$ cat src/rtl/triangle_pkg.sv
`default_nettype none
// ============================================================================
//  Module      : triangle_pkg
//  Description : Shared widths, FSM state type and helpers for triangle_feeder.
//  Revision    : 1.0 - initial release
// ============================================================================
package triangle_pkg;

    localparam int CW    = 3;
    localparam int TRI_W = 6 * CW;
    localparam int CNT_W = 7;

    typedef enum logic [2:0] {
        IDLE      = 3'd0,
        SEND0     = 3'd1,
        SEND1     = 3'd2,
        SEND2     = 3'd3,
        WAIT_BUSY = 3'd4,
        COLLECT   = 3'd5,
        REPORT    = 3'd6
    } state_t;

    function automatic logic [CNT_W-1:0] sat_inc(input logic [CNT_W-1:0] v);
        return (v == {CNT_W{1'b1}}) ? v : v + 1'b1;
    endfunction

endpackage
`default_nettype wire

$ cat src/rtl/triangle_feeder_if.sv
`default_nettype none
// ============================================================================
//  Module      : triangle_feeder_if
//  Description : Host queue, rasteriser vertex/point and result signal bundle.
//  Revision    : 1.0 - initial release
// ============================================================================
interface triangle_feeder_if #(
    parameter int CW = triangle_pkg::CW
);
    import triangle_pkg::*;

    logic              tri_valid;
    logic              tri_ready;
    logic [6*CW-1:0]   tri_data;
    logic              nt;
    logic [CW-1:0]     xi;
    logic [CW-1:0]     yi;
    logic              busy;
    logic              po;
    logic [CW-1:0]     xo;
    logic [CW-1:0]     yo;
    logic              res_valid;
    logic              res_ready;
    logic [CNT_W-1:0]  res_count;
    logic [2*CW-1:0]   res_xsum;
    logic              res_tmo;

    // master: the feeder itself
    modport master (
        input  tri_valid, tri_data, busy, po, xo, yo, res_ready,
        output tri_ready, nt, xi, yi, res_valid, res_count, res_xsum, res_tmo
    );

    // slave: host and rasteriser side
    modport slave (
        output tri_valid, tri_data, busy, po, xo, yo, res_ready,
        input  tri_ready, nt, xi, yi, res_valid, res_count, res_xsum, res_tmo
    );

endinterface
`default_nettype wire

$ cat src/rtl/tri_fifo.sv
`default_nettype none
// ============================================================================
//  Module      : tri_fifo
//  Description : DEPTH-entry triangle queue, valid/ready push and pop strobe.
//  Revision    : 1.0 - initial release
// ============================================================================
module tri_fifo #(
    parameter int WIDTH = 18,
    parameter int DEPTH = 4
) (
    input  wire logic             clk,
    input  wire logic             reset,
    input  wire logic             i_push_valid,
    output logic                  o_push_ready,
    input  wire logic [WIDTH-1:0] i_push_data,
    input  wire logic             i_pop,
    output logic [WIDTH-1:0]      o_head,
    output logic                  o_empty
);

    localparam int             c_AW   = $clog2(DEPTH);
    localparam logic [c_AW:0]  c_FULL = DEPTH[c_AW:0];

    logic [WIDTH-1:0] r_mem [DEPTH];
    logic [c_AW-1:0]  r_wr_ptr;
    logic [c_AW-1:0]  r_rd_ptr;
    logic [c_AW:0]    r_count;
    logic             w_push;
    logic             w_pop;

    assign o_push_ready = (r_count != c_FULL);
    assign o_empty      = (r_count == '0);
    assign o_head       = r_mem[r_rd_ptr];
    assign w_push       = i_push_valid & o_push_ready;
    assign w_pop        = i_pop & ~o_empty;

    // Pointers wrap naturally because DEPTH is a power of two.
    always_ff @(posedge clk or posedge reset) begin
        if (reset) begin
            r_wr_ptr <= '0;
            r_rd_ptr <= '0;
            r_count  <= '0;
        end else begin
            if (w_push) r_wr_ptr <= r_wr_ptr + 1'b1;
            if (w_pop)  r_rd_ptr <= r_rd_ptr + 1'b1;
            case ({w_push, w_pop})
                2'b10:   r_count <= r_count + 1'b1;
                2'b01:   r_count <= r_count - 1'b1;
                default: r_count <= r_count;
            endcase
        end
    end

    always_ff @(posedge clk) begin
        if (w_push) r_mem[r_wr_ptr] <= i_push_data;
    end

endmodule
`default_nettype wire

$ cat src/rtl/triangle_feeder.sv
`default_nettype none
// ============================================================================
//  Module      : triangle_feeder
//  Description : Queues triangles, sends three vertex beats, tallies returned
//                points and reports a count/checksum/timeout per triangle.
//  Revision    : 1.0 - initial release
// ============================================================================
module triangle_feeder #(
    parameter int CW      = triangle_pkg::CW,
    parameter int DEPTH   = 4,
    parameter int TIMEOUT = 255
) (
    input  wire logic          clk,
    input  wire logic          reset,
    triangle_feeder_if.master  bus
);
    import triangle_pkg::*;

    localparam int              c_TRI_W    = 6 * CW;
    localparam int              c_TW       = $clog2(TIMEOUT + 1);
    localparam logic [c_TW-1:0] c_TMO_LAST = c_TW'(TIMEOUT - 1);

    state_t              r_state;
    state_t              w_state_nxt;
    logic [c_TW-1:0]     r_timer;
    logic [c_TW-1:0]     w_timer_nxt;
    logic [c_TRI_W-1:0]  w_head;
    logic                w_empty;
    logic                w_pop;
    logic                w_clear;
    logic                w_count_en;
    logic                w_tmo_set;
    logic [2*CW-1:0]     w_beat_nxt;
    logic [4*CW-1:0]     r_tri_hi;
    logic                r_nt;
    logic [CW-1:0]       r_xi;
    logic [CW-1:0]       r_yi;
    logic                r_res_valid;
    logic [CNT_W-1:0]    r_count;
    logic [2*CW-1:0]     r_xsum;
    logic                r_tmo;

    tri_fifo #(
        .WIDTH (c_TRI_W),
        .DEPTH (DEPTH)
    ) u_fifo (
        .clk          (clk),
        .reset        (reset),
        .i_push_valid (bus.tri_valid),
        .o_push_ready (bus.tri_ready),
        .i_push_data  (bus.tri_data),
        .i_pop        (w_pop),
        .o_head       (w_head),
        .o_empty      (w_empty)
    );

    always_comb begin
        w_state_nxt = r_state;
        w_timer_nxt = r_timer;
        w_pop       = 1'b0;
        w_clear     = 1'b0;
        w_count_en  = 1'b0;
        w_tmo_set   = 1'b0;
        case (r_state)
            IDLE: begin
                if (!w_empty && !r_res_valid && !bus.busy) begin
                    w_state_nxt = SEND0;
                    w_pop       = 1'b1;
                    w_clear     = 1'b1;
                    w_timer_nxt = '0;
                end
            end
            SEND0: w_state_nxt = SEND1;
            SEND1: w_state_nxt = SEND2;
            SEND2: begin
                w_count_en  = 1'b1;
                w_state_nxt = WAIT_BUSY;
            end
            WAIT_BUSY: begin
                w_count_en = 1'b1;
                if (bus.busy) begin
                    w_state_nxt = COLLECT;
                end else if (r_timer == c_TMO_LAST) begin
                    w_state_nxt = REPORT;
                    w_tmo_set   = 1'b1;
                end else begin
                    w_timer_nxt = r_timer + 1'b1;
                end
            end
            COLLECT: begin
                // The point arriving alongside the busy fall is still counted.
                w_count_en = 1'b1;
                if (!bus.busy) begin
                    w_state_nxt = REPORT;
                end else if (bus.po) begin
                    w_timer_nxt = '0;
                end else if (r_timer == c_TMO_LAST) begin
                    w_state_nxt = REPORT;
                    w_tmo_set   = 1'b1;
                end else begin
                    w_timer_nxt = r_timer + 1'b1;
                end
            end
            REPORT: begin
                if (bus.res_ready) w_state_nxt = IDLE;
            end
            default: w_state_nxt = IDLE;
        endcase
    end

    // Vertex 0 comes straight from the queue head on the pop edge.
    always_comb begin
        w_beat_nxt = '0;
        case (w_state_nxt)
            SEND0:   w_beat_nxt = w_head[2*CW-1:0];
            SEND1:   w_beat_nxt = r_tri_hi[2*CW-1:0];
            SEND2:   w_beat_nxt = r_tri_hi[4*CW-1:2*CW];
            default: w_beat_nxt = '0;
        endcase
    end

    always_ff @(posedge clk or posedge reset) begin
        if (reset) begin
            r_state     <= IDLE;
            r_timer     <= '0;
            r_tri_hi    <= '0;
            r_nt        <= 1'b0;
            r_xi        <= '0;
            r_yi        <= '0;
            r_res_valid <= 1'b0;
            r_count     <= '0;
            r_xsum      <= '0;
            r_tmo       <= 1'b0;
        end else begin
            r_state     <= w_state_nxt;
            r_timer     <= w_timer_nxt;
            r_nt        <= (w_state_nxt == SEND0);
            r_xi        <= w_beat_nxt[2*CW-1:CW];
            r_yi        <= w_beat_nxt[CW-1:0];
            r_res_valid <= (w_state_nxt == REPORT);
            if (w_pop) r_tri_hi <= w_head[c_TRI_W-1:2*CW];
            if (w_clear) begin
                r_count <= '0;
                r_xsum  <= '0;
                r_tmo   <= 1'b0;
            end else begin
                if (w_count_en && bus.po) begin
                    r_count <= sat_inc(r_count);
                    r_xsum  <= r_xsum + {bus.xo, bus.yo};
                end
                if (w_tmo_set) r_tmo <= 1'b1;
            end
        end
    end

    assign bus.nt        = r_nt;
    assign bus.xi        = r_xi;
    assign bus.yi        = r_yi;
    assign bus.res_valid = r_res_valid;
    assign bus.res_count = r_count;
    assign bus.res_xsum  = r_xsum;
    assign bus.res_tmo   = r_tmo;

endmodule
`default_nettype wire

$ cat src/flat_wrapper.sv
// flat-port wrapper written by rule: the top's interface ports become plain ports
module triangle_feeder_flat import triangle_pkg::*;
#(
    parameter int CW      = triangle_pkg::CW,
    parameter int DEPTH   = 4,
    parameter int TIMEOUT = 255
)
  (clk, reset, bus_tri_valid, bus_tri_data, bus_busy, bus_po, bus_xo, bus_yo, bus_res_ready, bus_tri_ready, bus_nt, bus_xi, bus_yi, bus_res_valid, bus_res_count, bus_res_xsum, bus_res_tmo);
  triangle_feeder_if #(.CW(CW)) bus_i ();
  input  wire logic clk;
  input  wire logic reset;
  input wire logic [$bits(bus_i.tri_valid)-1:0] bus_tri_valid;
  input wire logic [$bits(bus_i.tri_data)-1:0] bus_tri_data;
  input wire logic [$bits(bus_i.busy)-1:0] bus_busy;
  input wire logic [$bits(bus_i.po)-1:0] bus_po;
  input wire logic [$bits(bus_i.xo)-1:0] bus_xo;
  input wire logic [$bits(bus_i.yo)-1:0] bus_yo;
  input wire logic [$bits(bus_i.res_ready)-1:0] bus_res_ready;
  output wire logic [$bits(bus_i.tri_ready)-1:0] bus_tri_ready;
  output wire logic [$bits(bus_i.nt)-1:0] bus_nt;
  output wire logic [$bits(bus_i.xi)-1:0] bus_xi;
  output wire logic [$bits(bus_i.yi)-1:0] bus_yi;
  output wire logic [$bits(bus_i.res_valid)-1:0] bus_res_valid;
  output wire logic [$bits(bus_i.res_count)-1:0] bus_res_count;
  output wire logic [$bits(bus_i.res_xsum)-1:0] bus_res_xsum;
  output wire logic [$bits(bus_i.res_tmo)-1:0] bus_res_tmo;
  assign bus_i.tri_valid = bus_tri_valid;
  assign bus_i.tri_data = bus_tri_data;
  assign bus_i.busy = bus_busy;
  assign bus_i.po = bus_po;
  assign bus_i.xo = bus_xo;
  assign bus_i.yo = bus_yo;
  assign bus_i.res_ready = bus_res_ready;
  assign bus_tri_ready = bus_i.tri_ready;
  assign bus_nt = bus_i.nt;
  assign bus_xi = bus_i.xi;
  assign bus_yi = bus_i.yi;
  assign bus_res_valid = bus_i.res_valid;
  assign bus_res_count = bus_i.res_count;
  assign bus_res_xsum = bus_i.res_xsum;
  assign bus_res_tmo = bus_i.res_tmo;
  triangle_feeder #(.CW(CW), .DEPTH(DEPTH), .TIMEOUT(TIMEOUT)) u_core (.clk(clk), .reset(reset), .bus(bus_i));
endmodule
$ cat config.mk
export PLATFORM = sky130hd
export DESIGN_NAME = triangle_feeder_flat
export DESIGN_NICKNAME = d
export VERILOG_FILES = /design/src/rtl/triangle_pkg.sv /design/src/rtl/triangle_feeder_if.sv /design/src/rtl/tri_fifo.sv /design/src/rtl/triangle_feeder.sv /design/src/flat_wrapper.sv
export SDC_FILE = /design/constraint.sdc
export NUM_CORES = 1
export LEC_CHECK = 0
export ABC_AREA = 0
export BUFFER_PORTS_ARGS = -buffer_cell sky130_fd_sc_hd__clkbuf_2
export CAP_MARGIN = 10
export CORE_ASPECT_RATIO = 1.25
export CORE_MARGIN = 3
export CORE_UTILIZATION = 41
export CTS_CLUSTER_SIZE = 14
export DETAILED_ROUTE_END_ITERATION = 16
export PLACE_DENSITY = 0.6
export SLEW_MARGIN = 20
export SYNTH_ARGS = -nofsm -noshare
export SYNTH_HDL_FRONTEND = slang
export SYNTH_SLANG_ARGS = --single-unit
$ cat constraint.sdc
create_clock -name clk -period 3.46 [get_ports clk]
set_input_delay 0.865 -clock clk [delete_from_list [all_inputs] [get_ports clk]]
set_output_delay 0.865 -clock clk [all_outputs]
set_load 0.05 [all_outputs]
==> impl_metrics.yaml <==
run_status:
  outcome: "finished clean"
critical_path:
  worst-path-max-fanout: 7
  cp_cell_sequence: "clkbuf_2 -> or3_1 -> or4_1 -> inv_1 -> ha_1 -> inv_1 -> fa_1 -> xor2_1 -> nor2_1 -> xor2_1"
  worst-path-buf-inv: 3
  timing.critical_path.from_type: "primary input"
  arrival_ns: 2.93
  cpMaxStageDelayCell: "sky130_fd_sc_hd__or4_1"
  setup_crit_path_kind: "primary input to flop"
  crit_path_max_incr_delay_ns: 0.44
  critical_path.top_delay_family: "simple AND/OR/NAND/NOR gates"
  critPathRequiredTime_ns: 3.79
  category_of_the_worst_setup_path_capture_point: "flop"
flow_run:
  max-cap-violations: 0
global_route:
  antenna_found_initial: 0
  grt_start_max_net_pins: 29
  overflow: 0
  grt_util_all_layers_pct: 15.46
  grt_pass1_wl_um: 16880
  grt_pass1_vias: 3260
synthesis:
  synth-warning-count: 0
  synth.most_common_cell: "sky130_fd_sc_hd__edfxtp_1"
  synth_edf_count: 72
  post_synth_top_flop: "sky130_fd_sc_hd__edfxtp_1"
  synth-adder-area-share_pct: 3.827
  postSynthRegisterBits: 124
  postSynthCellCount: 384
  synth_top_area_share_pct: 40.82
  post_synth_instance_area_um2: 5296
  synth_sequential_area_ratio_pct: 65.39
  synth_compound_gate_area_share_pct: 6.993
  synth.area.mux_share_pct: 8.599
  synth_top_family_by_area: "simple AND/OR/NAND/NOR gates"
  syn-mean-instance-area_um2: 13.79
  synth_common_cells: "sky130_fd_sc_hd__edfxtp_1 (72), sky130_fd_sc_hd__nand2_1 (56), sky130_fd_sc_hd__dfrtp_1 (52)"
  async_flop_share_pct: 41.94
  synth.distinct_cells: 49
  post_synth_xor_area_fraction_pct: 1.984
  synth_simple_gate_area_share_pct: 10.02
  syn-num-nets: 429
  synth_area_leaders: "sky130_fd_sc_hd__edfxtp_1 (41%), sky130_fd_sc_hd__dfrtp_1 (25%), sky130_fd_sc_hd__mux4_2 (7.7%), sky130_fd_sc_hd__nand2_1 (4.0%), sky130_fd_sc_hd__ha_1 (3.1%)"
  synth_largest_area_cell: "sky130_fd_sc_hd__edfxtp_1"
die:
  floorplan.die_area_um2: 14330
  die_h_um: 133.1
  floorplan.rows: 45
  start_util_pct: 42.76
  core_area_um2: 12390
  top_level_ports: 53
  die_w_um: 107.7
sta:
  fmaxAchievable_mhz: 384.2
  maxSlewViolCount: 0
  fin_skew_ns: 0.007218
  rsz0062_at_grt: "false"
  timing.max_slew.rel_slack_pct: 39.79
  tightest_slew_ns: 0.9031
  period_minus_slack_ns: 2.603
  final_min_period_over_clock_period_pct: 75.23
  report.final.hold_viol_count: 0
  setup_slack_ns: 0.8569
  timing.final.setup_violations: 0
  setup-tns-final_ns: 0
cts:
  clock_path_buffers: 2
  post-cts-setup-buffer-count: 0
  clock-sinks: 124
  cts.root.buffer_cell: "sky130_fd_sc_hd__clkbuf_16"
  cts_inserted_buffers: 17
  post_cts_resize_count: 0
  cts-htree-levels: 4
  cts_tree: "yes"
  clkLatencyLatePin_ns: 0.41
  cts-hold-fix-buffers: 0
  clock_transition_time_at_the_flip_flop_clock_pins_of_the_worst_setup_and_hold_paths_ns: 0.05
cells_and_area:
  final_core_util_pct: 51.27
  share_of_post_route_cells_with_drive_strength_above_1_pct: 25.16
  area.growth.synth_to_final_pct: 19.91
  final_nets: 497
  antenna_cells: 0
detailed_routing:
  vias_per_std_cell: 5.126
  ant_nets: 0
  drt_drc_violations_left: 0
  first_iter_violations: 194
  routed_wire_length_per_instance_um: 15.93
  detailroute.via_count: 3224
  drt_first_pass_iters: 4
  routed_wl_um: 10020
placed_design:
  placement.setup.worst_slack_ns: 0.4664
  dp_hpwl_um: 6737
  place.port_buffers: 52
  globalplace.congestion: 0.7535
power:
  p_per_area_nw_per_um2: 878.5
  vdd.ir_drop.worst_mv: 0.3656
  leakagePower_nw: 2.679
  total_power_mw: 5.579
hold_path:
  hold_class: "flop to flop"
state kept, by name, summed over array words and instances (netlist names), 2 cells and up:
signal                  cells
u_core.bus.res_count        7
u_core.u_fifo.r_rd_ptr      2
u_core.bus.yi               3
u_core.bus.xi               3
u_core.bus.res_xsum         6
u_core.r_tri_hi            12
u_core.u_fifo.r_wr_ptr      2
u_core.r_timer              8
u_core.u_fifo.r_count       3
u_core.u_fifo.r_mem        72
u_core.r_state              3
where the power goes:
part	switching (mW)	internal, mW	leakage, nW
clock network	0.636	1.13	0.281
logic	0.940	0.629	1.06
registers	0.287	1.96	1.33
total	1.86	3.72	2.68
final timing paths:
kind	from	endpoint	slack [ns]	cells past startpoint
setup / recovery	bus_busy	u_core.u_fifo.r_count[2]	0.86	10
hold / removal	u_core.r_tri_hi[1]	u_core.r_tri_hi[1]	0.48	2
setup reg to reg	u_core.r_state[1]	u_core.u_fifo.r_count[2]	0.93	9
hold reg to reg	u_core.r_tri_hi[1]	u_core.r_tri_hi[1]	0.48	2
max in group asynchronous	reset	u_core.r_timer[2]	2.19	3
min in group asynchronous	reset	u_core.r_timer[5]	0.49	2
cell type report:
class	instances	area, um^2
fillers	1061	6036
flip-flops and latches	124	3463
multi-input cells	225	1664
clock buffers	17	425.4
repair buffers	61	327.8
well taps	164	205.2
clock inverters	15	173.9
inverters	23	91.34
metrics by stage:
step	cells	hold WS, ns	cell area, um^2
2_1_floorplan	384	0.4446	5296
3_3_place_gp	597	0.4577	5752
3_5_place_dp	597	0.4669	5752
4_1_cts	629	0.4804	6351
5_1_grt	629	0.5083	6351
6_report	629	0.4755	6351
routing by layer:
metal	up-vias	share of wire (%)	wire (um)	track usage, %
met5	-	0	0	0
met4	0	1.3	133	6.526
met3	11	3.6	364	4.002
met2	62	52	5175	25.45
met1	1611	43	4346	19.23
li1	1540	-	-	-
placed cells by master, fill, tap and decap left out, types with 2 or more instances in the layout:
cell type	n
sky130_fd_sc_hd__and2_1	2
sky130_fd_sc_hd__a222oi_1	6
sky130_fd_sc_hd__nand4_1	2
sky130_fd_sc_hd__a21oi_1	7
sky130_fd_sc_hd__ha_1	13
sky130_fd_sc_hd__and3b_1	2
sky130_fd_sc_hd__a31oi_1	2
sky130_fd_sc_hd__clkinv_2	4
sky130_fd_sc_hd__xor2_1	5
sky130_fd_sc_hd__clkinvlp_4	5
sky130_fd_sc_hd__edfxtp_1	72
sky130_fd_sc_hd__nor2_1	30
sky130_fd_sc_hd__fa_1	2
sky130_fd_sc_hd__mux2i_1	5
sky130_fd_sc_hd__bufinv_16	3
sky130_fd_sc_hd__clkinv_4	3
sky130_fd_sc_hd__xnor2_1	7
sky130_fd_sc_hd__nand3_1	8
sky130_fd_sc_hd__o21a_1	2
sky130_fd_sc_hd__inv_1	21
sky130_fd_sc_hd__a21o_1	3
sky130_fd_sc_hd__buf_4	9
sky130_fd_sc_hd__clkbuf_2	52
sky130_fd_sc_hd__o21bai_1	2
sky130_fd_sc_hd__clkbuf_16	17
sky130_fd_sc_hd__nor3_1	6
sky130_fd_sc_hd__nand2_1	56
sky130_fd_sc_hd__a211oi_1	3
sky130_fd_sc_hd__mux4_2	18
sky130_fd_sc_hd__dfrtp_1	52
sky130_fd_sc_hd__and3_1	5
sky130_fd_sc_hd__o21ai_0	21
cell families (layout without fill, tap and decap cells):
kind of cell    count (synthesis)  after routing
fa+ha+maj                      15             15
mux                            23             23
xor+xnor                       12             12
flops                         124            124
buf+inv                        35            116
compound gates                 55             55
simple gates                  120            120
worst register-to-register path, delay by kind of cell (launching register included):
family	cells	cell delay, ns
AND/OR/NAND/NOR	3	0.97
adder cells (fa/ha/maj)	2	0.54
flip-flops	1	0.47
XOR/XNOR	2	0.32
buffers and inverters	2	0.14
No activity file was read; power rests on OpenSTA's default activity.
